--- config.mk ---
export PLATFORM = sky130hd
export DESIGN_NAME = vga_scan_driver
export DESIGN_NICKNAME = d
export VERILOG_FILES = /design/src/rtl/vga_scan_driver.sv
export SDC_FILE = /design/constraint.sdc
export NUM_CORES = 1
export LEC_CHECK = 0
export ABC_AREA = 1
export CAP_MARGIN = 20
export CORE_ASPECT_RATIO = 0.5
export CORE_MARGIN = 2
export CORE_UTILIZATION = 45
export DETAILED_ROUTE_END_ITERATION = 16
export GPL_ROUTABILITY_DRIVEN = 0
export HOLD_SLACK_MARGIN = 0.15
export PLACE_DENSITY = 0.76
export SKIP_LAST_GASP = 1
export SLEW_MARGIN = 0
export SYNTH_ARGS = -nofsm -noshare
export SYNTH_HDL_FRONTEND = slang
export SYNTH_SLANG_ARGS = --single-unit
--- constraint.sdc ---
create_clock -name clk -period 1.25 [get_ports clk]
set_input_delay 0.25 -clock clk [delete_from_list [all_inputs] [get_ports clk]]
set_output_delay 0.25 -clock clk [all_outputs]
set_load 0.05 [all_outputs]
--- src/rtl/vga_scan_driver.sv ---
// VGA scan driver: divided pixel tick, h/v scan counters, and a one-tick registered
// output stage that keeps sync, blanking and colour aligned with the sampled display bit.
module vga_scan_driver #(
    parameter int          CLK_DIV  = 4,
    parameter int          H_ACTIVE = 640,
    parameter int          H_FP     = 16,
    parameter int          H_SYNC   = 96,
    parameter int          H_BP     = 48,
    parameter int          V_ACTIVE = 480,
    parameter int          V_FP     = 10,
    parameter int          V_SYNC   = 2,
    parameter int          V_BP     = 33,
    parameter logic [11:0] FG_COLOR = 12'hFFF,
    parameter logic [11:0] BG_COLOR = 12'h000
) (
    input  logic        clk,
    input  logic        reset,
    input  logic        display,
    output logic [9:0]  pixel_x,
    output logic [9:0]  pixel_y,
    output logic        video_on,
    output logic        hsync,
    output logic        vsync,
    output logic [11:0] rgb,
    output logic        frame_start
);

    localparam int H_TOTAL = H_ACTIVE + H_FP + H_SYNC + H_BP;
    localparam int V_TOTAL = V_ACTIVE + V_FP + V_SYNC + V_BP;
    localparam int DIV_W   = $clog2(CLK_DIV) + 1;

    localparam logic [DIV_W-1:0] DIV_LAST = DIV_W'(CLK_DIV - 1);
    localparam logic [9:0]       H_LAST   = 10'(H_TOTAL - 1);
    localparam logic [9:0]       V_LAST   = 10'(V_TOTAL - 1);

    // 11-bit bounds so a 1024-wide timing cannot wrap a sync edge to zero.
    localparam logic [10:0] H_ACT_END = 11'(H_ACTIVE);
    localparam logic [10:0] HS_START  = 11'(H_ACTIVE + H_FP);
    localparam logic [10:0] HS_END    = 11'(H_ACTIVE + H_FP + H_SYNC);
    localparam logic [10:0] V_ACT_END = 11'(V_ACTIVE);
    localparam logic [10:0] VS_START  = 11'(V_ACTIVE + V_FP);
    localparam logic [10:0] VS_END    = 11'(V_ACTIVE + V_FP + V_SYNC);

    logic [DIV_W-1:0] r_div;
    logic [9:0]       r_h;
    logic [9:0]       r_v;
    logic             r_video_on;
    logic             r_hsync;
    logic             r_vsync;
    logic [11:0]      r_rgb;

    logic             w_tick;
    logic             w_h_last;
    logic             w_v_last;
    logic             w_active;
    logic             w_hsync_n;
    logic             w_vsync_n;
    logic [10:0]      w_h_ext;
    logic [10:0]      w_v_ext;
    logic [11:0]      w_color;

    assign w_tick    = (r_div == DIV_LAST);
    assign w_h_last  = (r_h == H_LAST);
    assign w_v_last  = (r_v == V_LAST);
    assign w_h_ext   = {1'b0, r_h};
    assign w_v_ext   = {1'b0, r_v};

    assign w_active  = (w_h_ext < H_ACT_END) && (w_v_ext < V_ACT_END);
    assign w_hsync_n = !((w_h_ext >= HS_START) && (w_h_ext < HS_END));
    assign w_vsync_n = !((w_v_ext >= VS_START) && (w_v_ext < VS_END));

    // Outer select on w_active keeps an undriven display bit out of the blanking interval.
    assign w_color   = w_active ? (display ? FG_COLOR : BG_COLOR) : 12'h000;

    // NOTE: all state below uses non-blocking assignments so every register sees pre-edge values.
    always_ff @(posedge clk or posedge reset) begin
        if (reset) begin
            r_div <= '0;
            r_h   <= '0;
            r_v   <= '0;
        end else if (w_tick) begin
            r_div <= '0;
            if (w_h_last) begin
                r_h <= '0;
                r_v <= w_v_last ? 10'd0 : r_v + 10'd1;
            end else begin
                r_h <= r_h + 10'd1;
            end
        end else begin
            r_div <= r_div + DIV_W'(1);
        end
    end

    always_ff @(posedge clk or posedge reset) begin
        if (reset) begin
            r_video_on <= 1'b0;
            r_hsync    <= 1'b1;
            r_vsync    <= 1'b1;
            r_rgb      <= 12'h000;
        end else if (w_tick) begin
            r_video_on <= w_active;
            r_hsync    <= w_hsync_n;
            r_vsync    <= w_vsync_n;
            r_rgb      <= w_color;
        end
    end

    assign pixel_x     = r_h;
    assign pixel_y     = r_v;
    assign video_on    = r_video_on;
    assign hsync       = r_hsync;
    assign vsync       = r_vsync;
    assign rgb         = r_rgb;
    assign frame_start = w_tick && w_h_last && w_v_last;

endmodule
==> impl_metrics.toml, run 1 <==
[yosys]
synth_seq_cells = 27
yosys.cell_types.count = 28
synth.avg_cell_area_um2 = 7.96
synth_most_common_cell = "nand2_1"
async_reset_ff_share_pct = 100
ys_seq_area_share_pct = 40.8
syn_nets = 217
synth_cells = 209
syn_area_um2 = 1660
synth_commonest_cells = "41 x nand2_1, 31 x nor2_1, 26 x inv_1, 25 x dfrtp_1, 13 x nand3_1"
yosysTopAreaCell = "dfrtp_1"
ys_warn_count = 0
synth-edff-count = 0
synth_top_area_share_pct = 37.6
ys_top_cells_by_area = "dfrtp_1 38%, nand2_1 9.2%, nor2_1 7.0%"
synth_top_flop_cell = "dfrtp_1"

[status]
outcome = "stopped before the end"
tool.error = "[ERROR DPL-0033] detailed placement checks failed during check placement."
lastStage = "global routing (5_1_grt)"

[sta]
worst_endpoint = "frame_start"
worst_endpoint_kind = "top-level output"

[floorplan]
start_util_pct = 47.7
io_pins = 39
dieWidth_um = 90
die-height_um = 47
num_rows = 15

[clocking]
cts_root_buffer = "clkbuf_8"
clockBufferDepth = 2
holdBufCountCts = 0
cts_inserted_buffers = 3
htree_levels = 1
cts.sinks = 27

[global_route]
antenna_found_initial = 0
grt_start_max_net_pins = 28

[place]
post-place-ws_ns = -0.228
io_buffers = 38
placed_cell_area_um2 = 2790
hpwl_mm = 4.00
cell families after synthesis:
logic type | count (synthesis) | share of synthesized area, %
compound gates | 13 | 4.59
xor+xnor | 8 | 4.21
fa+ha+maj | 5 | 3.76
buf+inv | 43 | 12.8
flops | 27 | 40.8
simple gates | 113 | 33.9
metrics by stage:
step,utilization (%),instances
2_1_floorplan,-,209
3_3_place_gp,80.0,326
3_5_place_dp,80.0,326
4_1_cts,91.2,344
what timing repair did:
item                       in CTS
buffers inserted               14
setup endpoints to repair      51
pin swaps                      22
gates resized for setup        60
cloned                          1
==> inputs of run 2 (changes only) <==
CORE_ASPECT_RATIO = default   (was 0.5)
CORE_UTILIZATION = 39   (was 45)
HOLD_SLACK_MARGIN = default   (was 0.15)
PLACE_DENSITY = default   (was 0.76)
PLACE_DENSITY_LB_ADDON = 0.15   (was default)
clock period = 1.6 ns   (was 1.25 ns; I/O delays follow)
==> impl_metrics.toml, run 2 <==
[status]
outcome = "finished, violations left"
failed_checks = "setup timing"

[critical_path]
path_delay_family = "simple AND/OR/NAND/NOR gates"
worstPathArrival_ns = 1.47
critPathSlowestCell = "dfrtp_2"
rr_worst_depth = 7
crit_required_ns = 1.28
criticalPathCategory = "register to output pin"
path_max_fanout = 4
worst-path-buf-inv = 2
crit_chain = "inv_2 > nand2_2 > nor3_2 > nand4_1 > nor2_4 > buf_12"
startpoint_type = "register"
reg2reg_from = "pixel_x[1]"
cp-end-kind = "output pin"
cp_slowest_stage_delay_ns = 0.42
timing.rr.end = "pixel_y[3]"
reg2reg_slack_ns = 0.14

[final_layout]
nNetsFinal = 268
multi_input_area_um2 = 818
synthToLayoutAreaGrowth_pct = 58.1
fillers = 328
layout_common_cells = "41 x nand2_1, 36 x buf_12, 30 x nor2_1"
seqCellArea_um2 = 698
final_common_cell = "nand2_1"
layout-drive-gt1-share_pct = 40.2
final_cells = 309
diodes = 0

[sta]
whs_ns = 0.393
relSlewSlack_pct = 76.7
fin_crit_ns = 1.79
timing.final.max_slew_violations = 0
tightest_slew_ns = 0.349
rsz0062_at_grt = "true"
setup_ws_ns = -0.190
setup_violations = 1
hold_violations = 0
fin_crit_sh_pct = 112
skew_ns = 0.00436
fmax_mhz = 559

[place]
place_inst = 304
hpwl_mm = 2.83
post-place-ws_ns = 0.0928
io_buffers = 38

[yosys]
synth_top_flop_cell = "dfrtp_1"
synth_cells = 209
synth-edff-count = 0
synth.avg_cell_area_um2 = 7.96
ys_seq_area_share_pct = 40.8
synth_top_area_share_pct = 37.6
ys_top_cells_by_area = "dfrtp_1 38%, nand2_1 9.2%, nor2_1 7.0%"
syn_nets = 217
yosysTopAreaCell = "dfrtp_1"
synth_xor_area_share_pct = 4.21
yosys.cell_types.count = 28
ys_warn_count = 0
synth_compound_area_share_pct = 4.59
syn_area_um2 = 1660
synth_most_common_cell = "nand2_1"
synth_seq_cells = 27
async_reset_ff_share_pct = 100
synth_commonest_cells = "41 x nand2_1, 31 x nor2_1, 26 x inv_1, 25 x dfrtp_1, 13 x nand3_1"
synthAdderAreaFrac_pct = 3.76
synth_top_family_by_area = "simple AND/OR/NAND/NOR gates"
synthMuxAreaShare_pct = 0
synthSimpleGateAreaFrac_pct = 33.9

[global_route]
grt_use_total_pct = 15.7
grt_start_max_net_pins = 28
use_met3_pct = 2.18
grt_pass1_wl_mm = 6.25
busiest_layer = "met2"
grt.met2_usage_pct = 23.8
grt_pass1_vias = 1340
use_met1_pct = 23.0
grt_overflow = 0
antenna_found_initial = 0

[clocking]
htree_levels = 1
post-cts-setup-buffers = 0
post_cts_resized = 0
cts_root_buffer = "clkbuf_8"
clockBufferDepth = 2
clock_latency_ns = 0.27
clkTransAtPathRegs_ns = 0.09
cts_tree = "built"
cts_inserted_buffers = 3
cts.sinks = 27

[floorplan]
die-height_um = 69.3
die_area_um2 = 4810
num_rows = 23
io_pins = 39
dieWidth_um = 69.3
core-area_um2 = 4060
start_util_pct = 41.0

[power]
ir_worst_vdd_uv = 420
leakage_nw = 1.20
p_per_area_nw_per_um2 = 471

[route]
wirelength_mm = 3.64
vias = 1447
remaining_drc_errors = 0
wire_per_inst_um = 11.8
drt_iter0_markers = 44
drt_pass1_iterations = 4
ant_nets = 0
vias_per_cell = 4.68

[run]
cap_viol_max_count = 0

[hold_path]
hold_path.class = "input port to async pin"
## run 2: cell counts after synthesis
No cell type changed its count.
## run 2: how the worst max path moves through the flow
stage,startpoint,end,slack [ns],cells after the start
2_1_floorplan,pixel_y[0],frame_start,-0.05,6
3_3_place_gp,pixel_x[5],frame_start,0.11,6
3_5_place_dp,pixel_x[5],frame_start,0.09,6
4_1_cts,pixel_x[5],frame_start,-0.23,6
5_1_grt,pixel_x[5],frame_start,-0.30,6
6_report,pixel_x[5],frame_start,-0.19,6
## run 2: cell families after synthesis
| family | after synthesis |
|---|---|
| simple gates | 113 |
| buf+inv | 43 |
| flops | 27 |
| compound gates | 13 |
| xor+xnor | 8 |
| fa+ha+maj | 5 |
## run 2: metal layers
layer	vias to the layer above	wire length [um]	share of wire, %
li1	747	-	-
met1	654	1800	49
met2	42	1650	45
met3	4	150	4.1
met4	0	47	1.3
met5	-	0	0
## run 2: what timing repair did
item,CTS,global route
hold buffers,0,0
pin swaps,2,2
gates cloned,0,1
endpoints found under the setup margin,1,3
## run 2: stage by stage
stage	util, %	power, mW	area [um2]	TNS (ns)
after floorplan	-	0.789	1720	-0.0479
after global placement	63.4	0.859	2570	0
after detailed placement	63.4	0.859	2570	0
after CTS	64.5	1.26	2620	-0.225
after global routing	64.8	1.30	2630	-0.298
final	64.8	1.24	2630	-0.190
## run 2: layout make-up
type | instances | share of cell area, %
inverters | 29 | 4.14
repair buffers | 59 | 34.1
flip-flops and latches | 27 | 26.5
clock buffers | 4 | 1.71
multi-input cells | 140 | 31.1
well taps | 50 | 2.38
## run 2: worst min-delay path, stage by stage
cell             delay, ns
clkdlybuf4s50_1       0.39
inv_1                 0.05
buf_4                 0.32
## run 2: report_power, final
group / switching (mW) / internal, mW / total (mW)
clock: 0.217 / 0.179 / 0.395
sequential: 0.00100 / 0.683 / 0.684
combinational: 0.0889 / 0.0699 / 0.159
Note: power is estimated with default switching activity, not from simulation.
==> inputs of run 3 (changes only) <==
==> constraint.sdc (replaced) <==
create_clock -name clk -period 1.6 [get_ports clk]
set_input_delay 0.32 -clock clk [delete_from_list [all_inputs] [get_ports clk]]
set_output_delay 0.32 -clock clk [all_outputs]
set_load 0.1 [all_outputs]
==> impl_metrics.toml, run 3 (synthesis gave the netlist of run 2 again) <==
[critical_path]
crit_required_ns = 1.28
cp_common_cell = "nor2_4"
crit_chain = "inv_1 > ha_4 > nand2_2 > nor2_4 > nand3_2 > nor2_4 > buf_12"
startpoint_type = "register"
criticalPathCategory = "register to output pin"
cp_slowest_stage_delay_ns = 0.48
critPathSlowestCell = "dfrtp_4"
worstPathArrival_ns = 1.54
reg2reg_slack_ns = 0.07
path_max_fanout = 2
cp-end-kind = "output pin"

[final_layout]
final_common_cell = "nand2_1"
fillers = 311
final_cells = 313
nNetsFinal = 272
layout-drive-gt1-share_pct = 44.1
synthToLayoutAreaGrowth_pct = 65.0
seqCellArea_um2 = 734
diodes = 0
multi_input_area_um2 = 836
layout_common_cells = "40 x nand2_1, 38 x buf_12, 29 x nor2_1"

[sta]
tightest_slew_ns = 0.345
skew_ns = 0.00158
fin_crit_ns = 1.86
tns_ns = -0.255
fin_crit_sh_pct = 116
relSlewSlack_pct = 77.0
fmax_mhz = 539
timing.final.max_slew_violations = 0
hold_violations = 0
setup_violations = 1
whs_ns = 0.388
rsz0062_at_grt = "true"
setup_ws_ns = -0.255

[route]
met2_length_mm = 1.81
drt_iter0_markers = 69
wirelength_mm = 3.75
wl_met1_mm = 1.71
wl_met3_um = 187
top_layer = "met4"
wire_per_inst_um = 12.0
ant_nets = 0
vias = 1494
remaining_drc_errors = 0
vias_per_cell = 4.77
drt_pass1_iterations = 4

[global_route]
grt_pass1_vias = 1362
grt_pass1_wl_mm = 6.38
grt_start_max_net_pins = 28
grt_use_total_pct = 16.3
grt_overflow = 0
antenna_found_initial = 0

[floorplan]
num_rows = 23
dieWidth_um = 69.3
io_pins = 39
die-height_um = 69.3
start_util_pct = 41.0
core-area_um2 = 4060
die_area_um2 = 4810

[clocking]
cts.sinks = 27
cts_root_buffer = "clkbuf_8"
cts_tree = "built"
clockBufferDepth = 2
clkTransAtPathRegs_ns = 0.09
clock_latency_ns = 0.27
cts_inserted_buffers = 3
holdBufCountCts = 0
htree_levels = 1

[power]
p_sw_mw = 0.371
leakage_nw = 1.20
ir_worst_vdd_uv = 359
switching_share_pct = 28.5
seq_power_share_pct = 52.5
p_comb_share_pct = 16.9
p_per_area_nw_per_um2 = 475
clkPwrFrac_pct = 30.6
p_int_mw = 0.933

[place]
hpwl_mm = 2.79
post-place-ws_ns = -0.00480
place_inst = 304
io_buffers = 38

[run]
cap_viol_max_count = 0

[status]
outcome = "finished, violations left"
failed_checks = "setup timing"

[hold_path]
hold_path.class = "input port to async pin"
==> run 3: cell types whose count changed in the layout (fill, tap and decap cells not counted), moves of 2 or more <==
cell | before | now
dfrtp_1 | 9 | 4
buf_4 | 21 | 23
inv_2 | 4 | 2
dfrtp_2 | 16 | 9
buf_12 | 36 | 38
nand2_2 | 2 | 4
inv_4 | 0 | 2
dfrtp_4 | 0 | 12
==> run 3: worst paths after layout <==
path	start	to	cells past startpoint
setup / recovery	pixel_y[1]	frame_start	7
hold / removal	reset	pixel_x[0]	3
setup reg to reg	pixel_x[5]	pixel_x[8]	9
hold reg to reg	r_div[0]	r_div[0]	1
max in group asynchronous	reset	vsync	3
min in group clk	r_div[0]	r_div[0]	1
==> run 3: area by class of cell <==
cell class	count	area share (%)
clock buffer	4	1.64
sequential	27	26.8
multi-input combinational	140	30.4
inverter	29	4.15
tap	50	2.28
timing repair buffer	63	34.7
==> run 3: what timing repair did <==
action	in CTS	in global routing
pin swaps	2	4
resized for setup	2	5
setup buffers	1	3
gates cloned	0	1
setup endpoints to repair	1	4
==> run 3: power by group through the flow <==
stage	clock (mW)	combinational, mW	sequential [mW]
global route	0.442	0.225	0.685
CTS	0.411	0.223	0.685
finish	0.399	0.220	0.685
floorplan	0	0.140	0.710
global placement	0	0.222	0.699
detailed placement	0	0.223	0.699
==> run 3: per-stage QoR <==
stage / total power, mW / area (um2) / util [%]
2_1_floorplan: 0.850 / 1750 / -
3_3_place_gp: 0.921 / 2620 / 64.4
3_5_place_dp: 0.922 / 2620 / 64.4
4_1_cts: 1.32 / 2680 / 65.9
5_1_grt: 1.35 / 2750 / 67.7
6_report: 1.30 / 2750 / 67.7
==> run 3: routing by layer <==
metal / GRT usage [%] / up-vias
li1: - / 757
met1: 22.4 / 691
met2: 26.8 / 42
met3: 2.33 / 4
met4: 4.58 / 0
met5: 0 / -
==> run 3: worst max-delay path, delay by kind of cell (launching register included) <==
kind          cells  cell delay [ns]
buf+inv           2             0.27
simple gates      4             0.38
fa+ha+maj         1             0.13
flops             1             0.48
==> inputs of run 4 (changes only) <==
CORE_AREA = 2 2 63 65   (was default)
CORE_MARGIN = default   (was 2)
CORE_UTILIZATION = default   (was 39)
DIE_AREA = 0 0 65 67   (was default)
==> impl_metrics.toml, run 4 (synthesis gave the netlist of run 2 again) <==
[sta]
fin_crit_sh_pct = 115
whs_ns = 0.406
hold_violations = 0
setup_ws_ns = -0.247
relSlewSlack_pct = 75.9
setup_violations = 1
fin_crit_ns = 1.85
skew_ns = 0.00248
rsz0062_at_grt = "true"
tns_ns = -0.247
timing.final.max_slew_violations = 0
fmax_mhz = 541
tightest_slew_ns = 0.361

[global_route]
grt_pass1_vias = 1464
grt_use_total_pct = 20.0
antenna_found_initial = 0
grt_start_max_net_pins = 28
grt_pass1_wl_mm = 6.71
grt_overflow = 0

[route]
wire_per_inst_um = 12.5
drt_iter0_markers = 125
ant_nets = 0
vias_per_cell = 4.77
remaining_drc_errors = 0
vias = 1465
wirelength_mm = 3.84
drt_pass1_iterations = 4

[clocking]
htree_levels = 1
holdBufCountCts = 0
clock_latency_ns = 0.27
cts_root_buffer = "clkbuf_8"
clockBufferDepth = 2
cts_inserted_buffers = 3
cts_tree = "built"
clkTransAtPathRegs_ns = 0.09
cts.sinks = 27

[power]
p_comb_share_pct = 15.8
leakage_nw = 1.17
p_per_area_nw_per_um2 = 480
switching_share_pct = 28.5
p_int_mw = 0.923
ir_worst_vdd_uv = 494
p_sw_mw = 0.367
seq_power_share_pct = 54.0
clkPwrFrac_pct = 30.3

[critical_path]
cp_slowest_stage_delay_ns = 0.49
crit_required_ns = 1.28
worstPathArrival_ns = 1.53
path_max_fanout = 2
critPathSlowestCell = "dfrtp_4"
crit_chain = "inv_2 > ha_4 > nand2_2 > nor2_2 > nand3_2 > nor2_4 > buf_12"
cp-end-kind = "output pin"
criticalPathCategory = "register to output pin"
worst-path-buf-inv = 2
startpoint_type = "register"
path_delay_family = "flip-flops"

[final_layout]
synthToLayoutAreaGrowth_pct = 61.4
layout_common_cells = "40 x nand2_1, 36 x buf_12, 28 x nor2_1"
diodes = 0
final_common_cell = "nand2_1"
layout-drive-gt1-share_pct = 44.4
nNetsFinal = 268

[hold_path]
hold_path.class = "input port to async pin"

[floorplan]
die_area_um2 = 4360
die-height_um = 67
start_util_pct = 46.1
io_pins = 39
dieWidth_um = 65
num_rows = 22
core-area_um2 = 3610

[place]
io_buffers = 38
hpwl_mm = 2.97

[run]
cap_viol_max_count = 0

[status]
failed_checks = "setup timing"
outcome = "finished, violations left"
[run 4: cell count changes in the layout (fill, tap and decap cells not counted)]
cell | previous run | this run
buf_12 | 38 | 36
buf_4 | 23 | 21
inv_2 | 2 | 4
nor2_2 | 3 | 5
clkbuf_1 | 1 | 0
clkinv_2 | 0 | 1
dfrtp_2 | 9 | 8
dfrtp_4 | 12 | 13
inv_1 | 25 | 24
inv_4 | 2 | 1
nor2_1 | 29 | 28
nor2_4 | 4 | 3
[run 4: worst min-delay path, stage by stage]
cell and delay (ns):
clkdlybuf4s50_1 0.40, inv_1 0.05, buf_4 0.32
[run 4: final timing paths]
| check | startpoint | end | slack (ns) | depth (start not counted) |
|---|---|---|---|---|
| worst max register to register | pixel_x[0] | pixel_y[8] | 0.12 | 6 |
| max in group asynchronous | reset | hsync | 0.89 | 3 |
| min in group clk | r_div[0] | r_div[0] | 0.44 | 1 |
| worst min-delay path | reset | r_div[0] | 0.41 | 3 |
| worst max-delay path | pixel_y[0] | frame_start | -0.25 | 7 |
| worst min register to register | r_div[0] | r_div[0] | 0.44 | 1 |
[run 4: power groups by stage]
stage	Sequential (mW)	Clock [mW]	Combinational, mW
global placement	0.710	0	0.205
detailed placement	0.710	0	0.206
global route	0.697	0.437	0.210
finish	0.696	0.391	0.203
floorplan	0.710	0	0.140
CTS	0.697	0.396	0.205
[run 4: per-stage QoR]
stage | power (mW) | util (%) | instances | setup WS, ns | area [um2]
2_1_floorplan | 0.850 | - | 209 | -0.360 | 1750
6_report | 1.29 | 74.5 | 307 | -0.247 | 2690
3_3_place_gp | 0.915 | 71.5 | 299 | 0.0560 | 2580
3_5_place_dp | 0.916 | 71.5 | 299 | 0.0447 | 2580
4_1_cts | 1.30 | 73.7 | 304 | -0.248 | 2660
5_1_grt | 1.34 | 74.5 | 307 | -0.338 | 2690
[run 4: layout make-up]
cell class	instances	area [um2]
Timing Repair Buffer	59	898
Clock buffer	3	41.3
Multi-Input combinational cell	140	833
Fill cell	246	920
Tap cell	48	60.1
Clock inverter	1	5.00
Inverter	29	111
Sequential cell	27	737
[run 4: metal layers]
layer  wire, um  global-route usage (%)  vias to the layer above
li1           -                       -                      746
met4         36                    5.85                        0
met3        108                    2.70                        4
met2       2060                    36.1                       25
met1       1640                    24.7                      690
met5          0                       0                        -
[run 4: what timing repair did]
item                                    CTS  global route
resized for setup                         7             1
hold endpoints to repair                  0             0
pin swaps                                 5             2
setup buffers                             1             2
endpoints found under the setup margin   13             6
gates cloned                              0             1
